[src/rtl/ch_trigger_stop_pkg.sv]
// Channel control state encoding shared by the channel FSM and its consumers.
package ch_trigger_stop_pkg;

    typedef enum logic [2:0] {
        STATE_INIT      = 3'd0,
        STATE_STOPPED   = 3'd1,
        STATE_ARMING    = 3'd2,
        STATE_SAMPLING  = 3'd3,
        STATE_TRIGGERED = 3'd4,
        STATE_READOUT   = 3'd5
    } state_t;

endpackage

[src/rtl/ch_trigger_stop.sv]
// Per-channel trigger consumer: resynchronises the trigger, waits a post-trigger delay, then requests a stop.
// Optional trigger timestamp counter enabled by defining CH_TRIG_STOP_TIMESTAMP_EN.
module ch_trigger_stop
    import ch_trigger_stop_pkg::*;
#(
    parameter int SAMPLE_ADDR_W = 8,
    parameter int POST_TRIG_W   = 8
) (
    input  logic                     FCLK,
    input  logic                     INST_START,
    input  logic                     trigger,
    input  state_t                   current_state,
    input  logic [POST_TRIG_W-1:0]   POST_TRIG_COUNT,
    input  logic [SAMPLE_ADDR_W-1:0] SAMPLE_ADDR,
    input  logic                     stop_ack,
    output logic                     stop_req,
    output logic                     trig_seen,
    output logic [SAMPLE_ADDR_W-1:0] trig_addr,
    output logic [SAMPLE_ADDR_W-1:0] stop_addr,
    output logic [15:0]              trig_time,
    output logic [2:0]               dbg_state
);

    localparam logic [2:0] ST_IDLE  = 3'd0;
    localparam logic [2:0] ST_ARMED = 3'd1;
    localparam logic [2:0] ST_POST  = 3'd2;
    localparam logic [2:0] ST_STOP  = 3'd3;
    localparam logic [2:0] ST_DONE  = 3'd4;

    logic [2:0]             state;
    logic                   sync1, sync2, sync3;
    logic                   trig_edge;
    logic                   sampling;
    logic [POST_TRIG_W-1:0] count;
    logic [15:0]            ts_now;

    always_ff @(posedge FCLK or posedge INST_START) begin
        if (INST_START) begin
            sync1 <= 1'b0;
            sync2 <= 1'b0;
            sync3 <= 1'b0;
        end else begin
            sync1 <= trigger;
            sync2 <= sync1;
            sync3 <= sync2;
        end
    end

    assign trig_edge = sync2 & ~sync3;
    assign sampling  = (current_state != STATE_STOPPED) &&
                       (current_state != STATE_INIT) &&
                       (current_state != STATE_READOUT);

`ifdef CH_TRIG_STOP_TIMESTAMP_EN
    logic [15:0] ts_cnt;

    always_ff @(posedge FCLK or posedge INST_START) begin
        if (INST_START) ts_cnt <= 16'd0;
        else            ts_cnt <= ts_cnt + 16'd1;
    end

    assign ts_now = ts_cnt;
`else
    assign ts_now = 16'd0;
`endif

    // stop_req is a level held from entry into STOP until stop_ack is sampled high;
    // stop_ack in any other state has no effect.
    assign stop_req  = (state == ST_STOP);
    assign dbg_state = state;

    always_ff @(posedge FCLK or posedge INST_START) begin
        if (INST_START) begin
            state     <= ST_IDLE;
            count     <= '0;
            trig_seen <= 1'b0;
            trig_addr <= '0;
            stop_addr <= '0;
            trig_time <= 16'd0;
        end else begin
            case (state)
                ST_IDLE: begin
                    if (sampling) begin
                        state     <= ST_ARMED;
                        count     <= '0;
                        trig_seen <= 1'b0;
                        trig_addr <= '0;
                        stop_addr <= '0;
                        trig_time <= 16'd0;
                    end
                end
                ST_ARMED: begin
                    if (!sampling) begin
                        state <= ST_IDLE;
                        count <= '0;
                    end else if (trig_edge) begin
                        trig_seen <= 1'b1;
                        trig_addr <= SAMPLE_ADDR;
                        trig_time <= ts_now;
                        if (POST_TRIG_COUNT == '0) begin
                            stop_addr <= SAMPLE_ADDR;
                            state     <= ST_STOP;
                        end else begin
                            count <= POST_TRIG_COUNT;
                            state <= ST_POST;
                        end
                    end
                end
                ST_POST: begin
                    if (!sampling) begin
                        state <= ST_IDLE;
                        count <= '0;
                    end else begin
                        // Saturating decrement; the last count of 1 is the stop edge.
                        if (count != '0) count <= count - POST_TRIG_W'(1);
                        if (count <= POST_TRIG_W'(1)) begin
                            stop_addr <= SAMPLE_ADDR;
                            state     <= ST_STOP;
                        end
                    end
                end
                ST_STOP: begin
                    if (stop_ack) state <= ST_DONE;
                end
                ST_DONE: begin
                    if ((current_state == STATE_STOPPED) || (current_state == STATE_INIT))
                        state <= ST_IDLE;
                end
                default: state <= ST_IDLE;
            endcase
        end
    end

endmodule

[config.mk]
export PLATFORM = sky130hd
export DESIGN_NAME = ch_trigger_stop
export DESIGN_NICKNAME = d
export VERILOG_FILES = /design/src/rtl/ch_trigger_stop_pkg.sv /design/src/rtl/ch_trigger_stop.sv
export SDC_FILE = /design/constraint.sdc
export NUM_CORES = 1
export LEC_CHECK = 0
export CAP_MARGIN = 30
export CORE_MARGIN = 5
export CORE_UTILIZATION = 45
export CTS_CLUSTER_SIZE = 30
export DETAILED_ROUTE_END_ITERATION = 8
export PLACE_DENSITY = 0.78
export SYNTH_ARGS = -nofsm -noshare
export SYNTH_HDL_FRONTEND = slang
export SYNTH_SLANG_ARGS = --single-unit
[constraint.sdc]
create_clock -name FCLK -period 2.8 [get_ports FCLK]
set_input_delay 0.42 -clock FCLK [delete_from_list [all_inputs] [get_ports FCLK]]
set_output_delay 0.42 -clock FCLK [all_outputs]
set_load 0.02 [all_outputs]
== Word level (Yosys, flattened, before mapping) ==
Cells that the tools add are included.

* Register bits: 47
* Output and inout bits: 37

* Equal/unequal tests: 19
* Add/sub/neg operators: 1
* Multiplexer cells: 33
* Reductions and logical operators: 14
* $lt $le $gt $ge: 1
* Bitwise operators: 2

{| class="wikitable"
|+ Operator list
! kind !! number
|-
| 8-bit two-way mux || 13
|-
| 16-bit two-way mux || 3
|-
| 8-bit one-hot mux with 3 select lines || 2
|-
| 16-bit one-hot mux with 2 select lines || 1
|-
| 3-bit two-way mux || 7
|-
| 2-bit inequality test (second input constant) || 8
|-
| 8-bit one-hot mux with 2 select lines || 1
|-
| 3-bit inequality test (second input constant) || 5
|-
| 3-bit one-hot mux with 5 select lines || 1
|-
| 5-bit AND reduction || 2
|-
| 8-bit by 1-bit <= comparator with 1-bit output (second input constant) || 1
|-
| 8-bit logical NOT || 1
|-
| 8-bit nonzero test || 1
|-
| 8-bit by 1-bit subtractor with 8-bit output (second input constant) || 1
|-
| 7-bit AND reduction || 1
|-
| 3-bit by 1-bit == test with 1-bit output (second input constant) || 2
|-
| 3-bit by 2-bit == test with 1-bit output (second input constant) || 2
|-
| 3-bit logical NOT || 2
|-
| 3-bit nonzero test || 2
|-
| 1-bit two-way mux || 4
|-
| 4-bit AND reduction || 1
|-
| 3-bit == test (second input constant) || 1
|-
| 3-bit by 1-bit inequality test with 1-bit output (second input constant) || 1
|-
| 1-bit logical AND || 2
|-
| other kinds (5) || 5
|}

== Depth between registers and ports, before layout ==
* Word-level depth: 5
* Gate-level depth with buffers: 7
* Gate-level depth less buffers: 7

== Worst setup path before layout ==
Ideal clock, no wire load.

* Kind: register -> register
* Start point: register count[0]
* End point: register count[2]
* Arrival: 2122 ps
* Path slack: 553 ps
* Cell stages (with the launch flop): 8
* Path buffers: 0
* Library setup time: 125 ps
* Path through: dfrtp_1 inv_1 ha_1 or4b_1 or4_1 o22ai_2 nor4b_4 mux2_4

* Longest elaborated chain between the ends: 4
* Elaborated cells on any way between the ends: 7

{| class="wikitable"
|+ Ends and longest elaborated chain
! element !! line !! text
|-
| start, declared || ch_trigger_stop.sv:34 || <nowiki>logic [POST_TRIG_W-1:0] count;</nowiki>
|-
| start signal, assigned || ch_trigger_stop.sv:115 || <nowiki>if (count != '0) count <= count - POST_TRIG_W'(1);</nowiki>
|-
| 8-bit by 1-bit subtractor with 8-bit output || ch_trigger_stop.sv:115 ||
|-
| 8-bit two-way mux || ch_trigger_stop.sv:115 ||
|-
| 8-bit two-way mux || ch_trigger_stop.sv:110 || <nowiki>if (!sampling) begin</nowiki>
|-
| 8-bit one-hot mux with 3 select lines || ch_trigger_stop.sv:81 || <nowiki>case (state)</nowiki>
|}

Parallel ways exist; a longest one is shown, timed or not. The select of a mux whose other input is x is not followed.
A chain may end at the register's enable or synchronous reset.

== Worst setup path after layout ==
* Start point: input current_state[0]
* End point: register count[7]

* Longest elaborated chain between the ends: 5
* Elaborated cells on any way between the ends: 13

{| class="wikitable"
|+ Ends and longest elaborated chain
! element !! line !! text
|-
| start, declared || ch_trigger_stop.sv:12 || <nowiki>input state_t current_state,</nowiki>
|-
| 3-bit by 1-bit inequality test with 1-bit output or 3-bit nonzero test (tied branches) || ch_trigger_stop.sv:50, ch_trigger_stop.sv:51 ||
|-
| 1-bit logical AND || ch_trigger_stop.sv:50 || <nowiki>assign sampling = (current_state != STATE_STOPPED) &&</nowiki>
|-
| 1-bit logical AND (*) || ch_trigger_stop.sv:51 || <nowiki>(current_state != STATE_INIT) &&</nowiki>
|-
| 3-bit inequality test (no source line) (tied with other cells) || -- ||
|-
| 5-bit AND reduction (no source line) or 8-bit one-hot mux with 3 select lines (tied branches) || -- ||
|}

Every way passes the cells marked *; elsewhere a longest branch is shown, timed or not.

==> impl_results.md <==
* Mux share of post-synthesis cell area at 0.09828
* Site Rows at 22
* Post-Synth XOR/XNOR Area at 0.03515
* Cell internal power dissipation at ~1.5 mW
* Count of nets after finishing at 248
* Sum of met2 wire segment lengths after detailed routing at ~1.8 mm
* Worst path arrival time at between 2000 and 3000 ps
* Antenna Diode Count at 0
* Power share of the clock group at 0.167
* Leakage at about 1.1 nW
* Final design area excluding fillers at 0.002280 mm^2
* Via count of the first global-routing pass at ~1300
* Maximum clock skew at final layout at 4.650 ps
* Cell accounting for the most synthesized area: sky130_fd_sc_hd__dfrtp_1
* Time the worst path needs with I/O delays and setup at between 2000 and 2500 ps
* Layout overhead on the synthesized area at 30.70%
* IO buf count at 43
* Global placer's final weighted congestion at 0.8400
* Post-placement cell count at 264
* Max-slew violations at 0
* GRT Overall Usage at 0.1510
* Drt first pass iters at 4
* Metal-1 WL at about 1.7 mm
* Number of buffers added to fix hold violations after cts at 0
* Leading post-synthesis cells by cell area: sky130_fd_sc_hd__dfrtp_1 (44%), sky130_fd_sc_hd__buf_4 (6.9%), sky130_fd_sc_hd__mux2i_1 (5.7%), sky130_fd_sc_hd__nand2_1 (4.7%), sky130_fd_sc_hd__a22o_1 (4.0%)
* TritonCTS buffer count at 5
* Number of standard cells after synthesis at 175
* Final critical-path setup slack at roughly 350 ps
* Type of origin of the critical path: primary input
* Initial core utilization at 0.4694
* Post-synth EDFFs at 0
* Highest fanout seen on the critical path at 8
* Fraction of the core area covered by cells at the end of the flow at 0.6135
* Area share of fa/ha/maj cells after synthesis at 0.01435
* X dimension of the die at 72.26 um
* Final hold viol count at 0
* Critical Path Sink Type: flip-flop
* R2r endpoint: count[7]
* Clock tree from TritonCTS: yes
* Cell depth of the worst min-delay path at 0
* Status: finished clean
* Complex-gate fraction of the synthesized area at 0.1471
* Number of distinct library cells after synthesis at 39
* Hold endpoint: sync2
* Share of final-layout standard cells stronger than drive strength 1 at 0.09417
* Post-route non-filler standard cell count at about 270
* Sinks on Clock Net at 31
* Power spent charging and discharging nets at just under 1 mW
* Worst hold margin at 351.4 ps
* Share of the cycle needed by the critical path after routing at 0.8759
* Worst slew margin relative to its limit at 0.5635
* Wire length on met3 at 235 um
* Final setup violation count at 0
* Post-Place Setup Slack at 88.93 ps
* Portion of synthesized cell area occupied by the leading cell type at 0.4448
* Top metal layer carrying routed signals: met4
* Total design power at 2.479 mW
* Maximum level of the CTS H-tree at 2
* Actual slew at the worst max-slew pin at 652.0 ps
* DRC violations left at 0
* Die height at 72.26 um
* Combinational share of power at 0.532
* Drt wl/cell at between 10 and 15 um
* Portion of total power attributed to sequential cells at 0.302
* Cell area after technology mapping at between 0.0015 and 0.002 mm^2
* Flop2flop setup slack at 360 ps
* Floorplan core area at 0.003716 mm^2
* Worst min-delay path category: reg -> reg
* Worst Reg-to-Reg Cells at 7
* Total grt overflow at 0
* Pin count of the biggest net entering global routing at 32
* 1st-iter DRT viols at 158
* Initial antenna violation count at 0
* Mean instance size in the synthesized netlist at 9.967 um^2
* Hpwl dp at 2.836 mm
* Maximum clock insertion buffer count at 2
* Detail-routed via count per cell at 4.845
* CTS-repair resized insts at 0
* Unrepaired setup endpoints after global routing: false
* Number of synthesized register bits at 31
* Area share of and/or/nand/nor cells after synthesis at 0.1456
* Area post-placement at 0.002177 mm^2
* Share of total power consumed by net switching at 0.3970
* Total of warnings raised by yosys at 0
* Worst flop-to-flop path startpoint: count[0]
* Max Fclk at 0.4078 GHz
* Critical path required time at around 3000 ps
* Ys flop type: sky130_fd_sc_hd__dfrtp_1
* Count of vias placed by the detailed router at around 1300
* Wire length of the first global-routing pass at 6.161 mm
* Final TNS setup at 0 ps
* Post-synthesis sequential area ratio at 0.4448
* Count of pins on the block boundary at 60
* Path type of the worst setup path: in -> reg
* Ratio of total power to cell area at roughly 1100 mW/mm^2
* Clock-pin slew of the registers on the worst-case setup and hold paths at 60 ps
* Async SR Flop Fraction at 1.000
* Drt total wl at 3.732 mm
* Peak VDD IR at 0.5333 mV
* Combinational family with the most area after synthesis: compound AO/OA/AOI/OAI gates
* Max-cap violations at 0
* Cell chosen for the clock root: sky130_fd_sc_hd__clkbuf_8
* Clock insertion delay at the later pin of the skew report at 270 ps
* Die footprint at around 0.0052 mm^2
* Remaining number of nets flagged by the antenna check after routing at 0
* Post-CTS Setup Bufs at 0
* Hold Path Origin: sync1
registers in the layout, summed over array words and instances (netlist names):
| signal | flops |
|---|---|
| count | 8 |
| trig_seen | 1 |
| sync1 | 1 |
| stop_addr | 8 |
| trig_addr | 8 |
| dbg_state | 3 |
| sync2 | 1 |
| sync3 | 1 |
power groups by stage:
stage	combinational, mW	sequential [mW]	clock (mW)
after floorplan	0.874	0.802	0
after global placement	1.30	0.746	0
after detailed placement	1.33	0.751	0
after CTS	1.33	0.746	0.418
after global routing	1.44	0.779	0.442
final	1.32	0.747	0.414
placed cells by master (no fill, tap or decap), types with 2 or more instances in the layout:
cell / synthesis / routed
sky130_fd_sc_hd__nor2_1: 13 / 13
sky130_fd_sc_hd__nor3b_1: 2 / 2
sky130_fd_sc_hd__conb_1: 1 / 16
sky130_fd_sc_hd__o21ai_0: 12 / 12
sky130_fd_sc_hd__buf_4: 16 / 4
sky130_fd_sc_hd__ha_1: 2 / 2
sky130_fd_sc_hd__a22o_1: 8 / 8
sky130_fd_sc_hd__mux2i_1: 10 / 10
sky130_fd_sc_hd__clkdlybuf4s50_1: 0 / 43
sky130_fd_sc_hd__o2bb2ai_1: 2 / 2
sky130_fd_sc_hd__xor2_1: 2 / 2
sky130_fd_sc_hd__a21oi_1: 2 / 2
sky130_fd_sc_hd__nand2_1: 22 / 22
sky130_fd_sc_hd__dfrtp_1: 31 / 31
sky130_fd_sc_hd__nor4_1: 3 / 3
sky130_fd_sc_hd__inv_1: 14 / 14
sky130_fd_sc_hd__clkbuf_8: 0 / 5
sky130_fd_sc_hd__mux2_4: 4 / 4
sky130_fd_sc_hd__xnor2_1: 5 / 5
sky130_fd_sc_hd__nor3_1: 2 / 2
cell type report:
cell class                 instances  area (um^2)
inverter                          14        52.55
multi-input combinational        124        828.3
timing repair buffer              47        460.4
fill                             313         1436
clock inverter                     1        30.03
clock buffer                       6        72.57
sequential                        31        775.7
tap                               48        60.06
metal layers:
| layer | vias to the layer above | GRT usage |
|---|---|---|
| li1 | 657 | - |
| met1 | 609 | 0.2049 |
| met2 | 43 | 0.2386 |
| met3 | 4 | 0.03324 |
| met4 | 0 | 0.05010 |
| met5 | - | 0 |
worst max-delay path by stage:
| stage | from | endpoint | slack, ps | cells past startpoint |
|---|---|---|---|---|
| after floorplan | count[0] | count[2] | 550 | 7 |
| after detailed placement | current_state[0] | count[7] | 90 | 6 |
| after global placement | current_state[0] | count[4] | 140 | 6 |
| final | current_state[0] | count[7] | 350 | 6 |
| after CTS | count[0] | count[7] | 360 | 7 |
| after global routing | current_state[0] | count[7] | 250 | 6 |
synthesized netlist by cell type (2+ instances only):
cell	number
sky130_fd_sc_hd__nor4_1	3
sky130_fd_sc_hd__mux2_4	4
sky130_fd_sc_hd__ha_1	2
sky130_fd_sc_hd__a22o_1	8
sky130_fd_sc_hd__inv_1	14
sky130_fd_sc_hd__a21oi_1	2
sky130_fd_sc_hd__dfrtp_1	31
sky130_fd_sc_hd__nand2_1	22
sky130_fd_sc_hd__nor3_1	2
sky130_fd_sc_hd__buf_2	4
sky130_fd_sc_hd__xnor2_1	5
sky130_fd_sc_hd__nor2_1	13
sky130_fd_sc_hd__o21ai_0	12
sky130_fd_sc_hd__mux2i_1	10
sky130_fd_sc_hd__xor2_1	2
sky130_fd_sc_hd__nor3b_1	2
sky130_fd_sc_hd__buf_4	16
sky130_fd_sc_hd__o2bb2ai_1	2
cell families after synthesis:
kind of cell             count (synthesis)
AND/OR/NAND/NOR                         51
buffers and inverters                   35
AO/OA/AOI/OAI                           33
flip-flops                              31
multiplexers                            15
XOR/XNOR                                 7
adder cells (fa/ha/maj)                  2
other                                    1
critical path: stages:
cell	delay (ps)
sky130_fd_sc_hd__clkdlybuf4s50_1	450
sky130_fd_sc_hd__and2b_1	220
sky130_fd_sc_hd__o21ai_0	350
sky130_fd_sc_hd__o22ai_2	180
sky130_fd_sc_hd__nor4b_4	630
sky130_fd_sc_hd__mux2_4	360
No activity file was read; power rests on OpenSTA's default activity.
==> RTL edit: new RTL, same flow settings <==
The parameter `SAMPLE_ADDR_W` goes from 8 to 10.
--- a/src/rtl/ch_trigger_stop.sv
+++ b/src/rtl/ch_trigger_stop.sv
@@ -4,5 +4,5 @@
     import ch_trigger_stop_pkg::*;
 #(
-    parameter int SAMPLE_ADDR_W = 8,
+    parameter int SAMPLE_ADDR_W = 10,
     parameter int POST_TRIG_W   = 8
 ) (
Interface: changed (resized SAMPLE_ADDR, stop_addr and trig_addr); port bits go from 60 to 66. The function was not compared with the original's and may differ.
==> RTL edit against the original RTL <==
  * Sequential cell count grew 4
  * Area after synthesis grew 6.7%
  * Cell area grew 8.2%
  * Non-clock buffer count grew 8
  * Final cell count grew 3.7%
  * Worst hold slack gained 0.0023 ns
  * Core utilization grew 0.30 points
  * Total power grew 6.1%
  * Setup slack gained 0.23 ns
  * Critical path depth shrank 3
  * Die area grew 5.7%
  * Synthesized cell count is the same
  * Routed wire length grew 13%
==> RTL edit: results (changes against the original RTL) <==
run_status:
  status: "finished clean"
clock_tree:
  clock_latency_ns: 0.29  # +0.02 ns
final_layout:
  drive_above_1_share_pct: 10.4  # +0.97 points
  reg_top3: "stop_addr: 10 flops, trig_addr: 10 flops, count: 8 flops"
  stdcell_count: 281  # +3.7%
  layout.nets: 257  # +3.6%
place:
  pre_cts_ws_ns: 0.386  # +0.297 ns
  io_buffer_count: 49  # +14%
  dp_hpwl_um: 3060  # +7.9%
  gp_congestion: 0.884  # +5.2%
  placed_cell_area_um2: 2360  # +8.5%
  dp.cells: 273  # +3.4%
drt:
  viasPerCell: 5.09  # +5.1%
  wl_um: 4200  # +13%
  drt-initial-drc-count: 105  # -34%
critical_path:
  cpPeakStageDelay_ns: 0.61  # -0.02 ns
  slowest_stage: "clkdlybuf4s50_1"
  path_max_fanout: 12  # +4
  rrSetupSlack_ns: 0.73  # +0.37 ns
  path_delay_family: "buffers and inverters"
  cp.arrival_ns: 1.81  # -0.80 ns
synth:
  synth_common_cells: "35 x dfrtp_1, 18 x inv_1, 16 x a22o_1, 16 x buf_4, 13 x nand2_1"
  synth_area_leaders: "dfrtp_1 47%, a22o_1 7.5%, buf_4 6.5%"
  ys_seq_area_share_pct: 47.1  # +2.6 points
  synth-async-reset-ratio_pct: 100  # unchanged
  ys_types: 41  # +5.1%
global_routing:
  grt_usage_pct: 16.5  # +1.4 points
  grt_max_degree: 36  # +13%
  grt_pass1_wl_um: 6820  # +11%
  grt_pass1_vias: 1418  # +10%
sta:
  finalClockSkew_ns: 0.00554  # +0.000894 ns
  fmax_ghz: 0.449  # +10%
pwr:
  vdd_drop_max_uv: 530  # -0.56%
RTL edit: cells by family after synthesis:
kind of cell / count (synthesis) / share of synthesized area, %
mux: 16 / 8.94
flops: 35 / 47.1
compound gates: 37 / 17.7
xor+xnor: 5 / 2.35
buf+inv: 41 / 12.0
fa+ha+maj: 2 / 1.34
other cells: 1 / 0.202
simple gates: 38 / 10.4
RTL edit: where the power goes:
group	switching, W	internal (W)
Sequential	0.000163	0.000680
Combinational	0.000723	0.000661
Clock	0.000180	0.000224
RTL edit: final timing paths:
kind                                     startpoint                  endpoint  cells after the start
setup / recovery           dbg_state[2]$_DFFE_PP0P_                  stop_req                      3
hold / removal                      sync1$_DFF_PP0_           sync2$_DFF_PP0_                      0
setup reg to reg               count[0]$_DFFE_PP0P_      count[4]$_DFFE_PP0P_                      5
hold reg to reg                     sync1$_DFF_PP0_           sync2$_DFF_PP0_                      0
max in group asynchronous                INST_START  stop_addr[6]$_DFFE_PP0P_                      3
min in group asynchronous                INST_START  stop_addr[4]$_DFFE_PP0P_                      3
RTL edit: area by class of cell:
cell class / instances / area (um^2)
fill: 354 / 1530
sequential: 35 / 876
multi-input combinational: 114 / 817
timing repair buffer: 55 / 536
clock buffer: 7 / 96.3
inverter: 19 / 71.3
tap: 50 / 62.6
clock inverter: 1 / 7.51
RTL edit: worst reg2reg max path, stage by stage, from the launching register on:
cell      delay [ns]
dfrtp_1         0.39
inv_1           0.09
ha_1            0.23
nor3b_1         0.20
a311oi_2        0.65
mux2_2          0.41
RTL edit: layer usage:
metal	routed length [um]	vias to the layer above	global-route usage (%)	share of wire, %
met5	0	-	0	0
met4	54	0	5.34	1.3
met3	377	6	6.08	9.0
met2	1940	49	25.9	46
met1	1820	683	21.3	43
li1	-	693	-	-
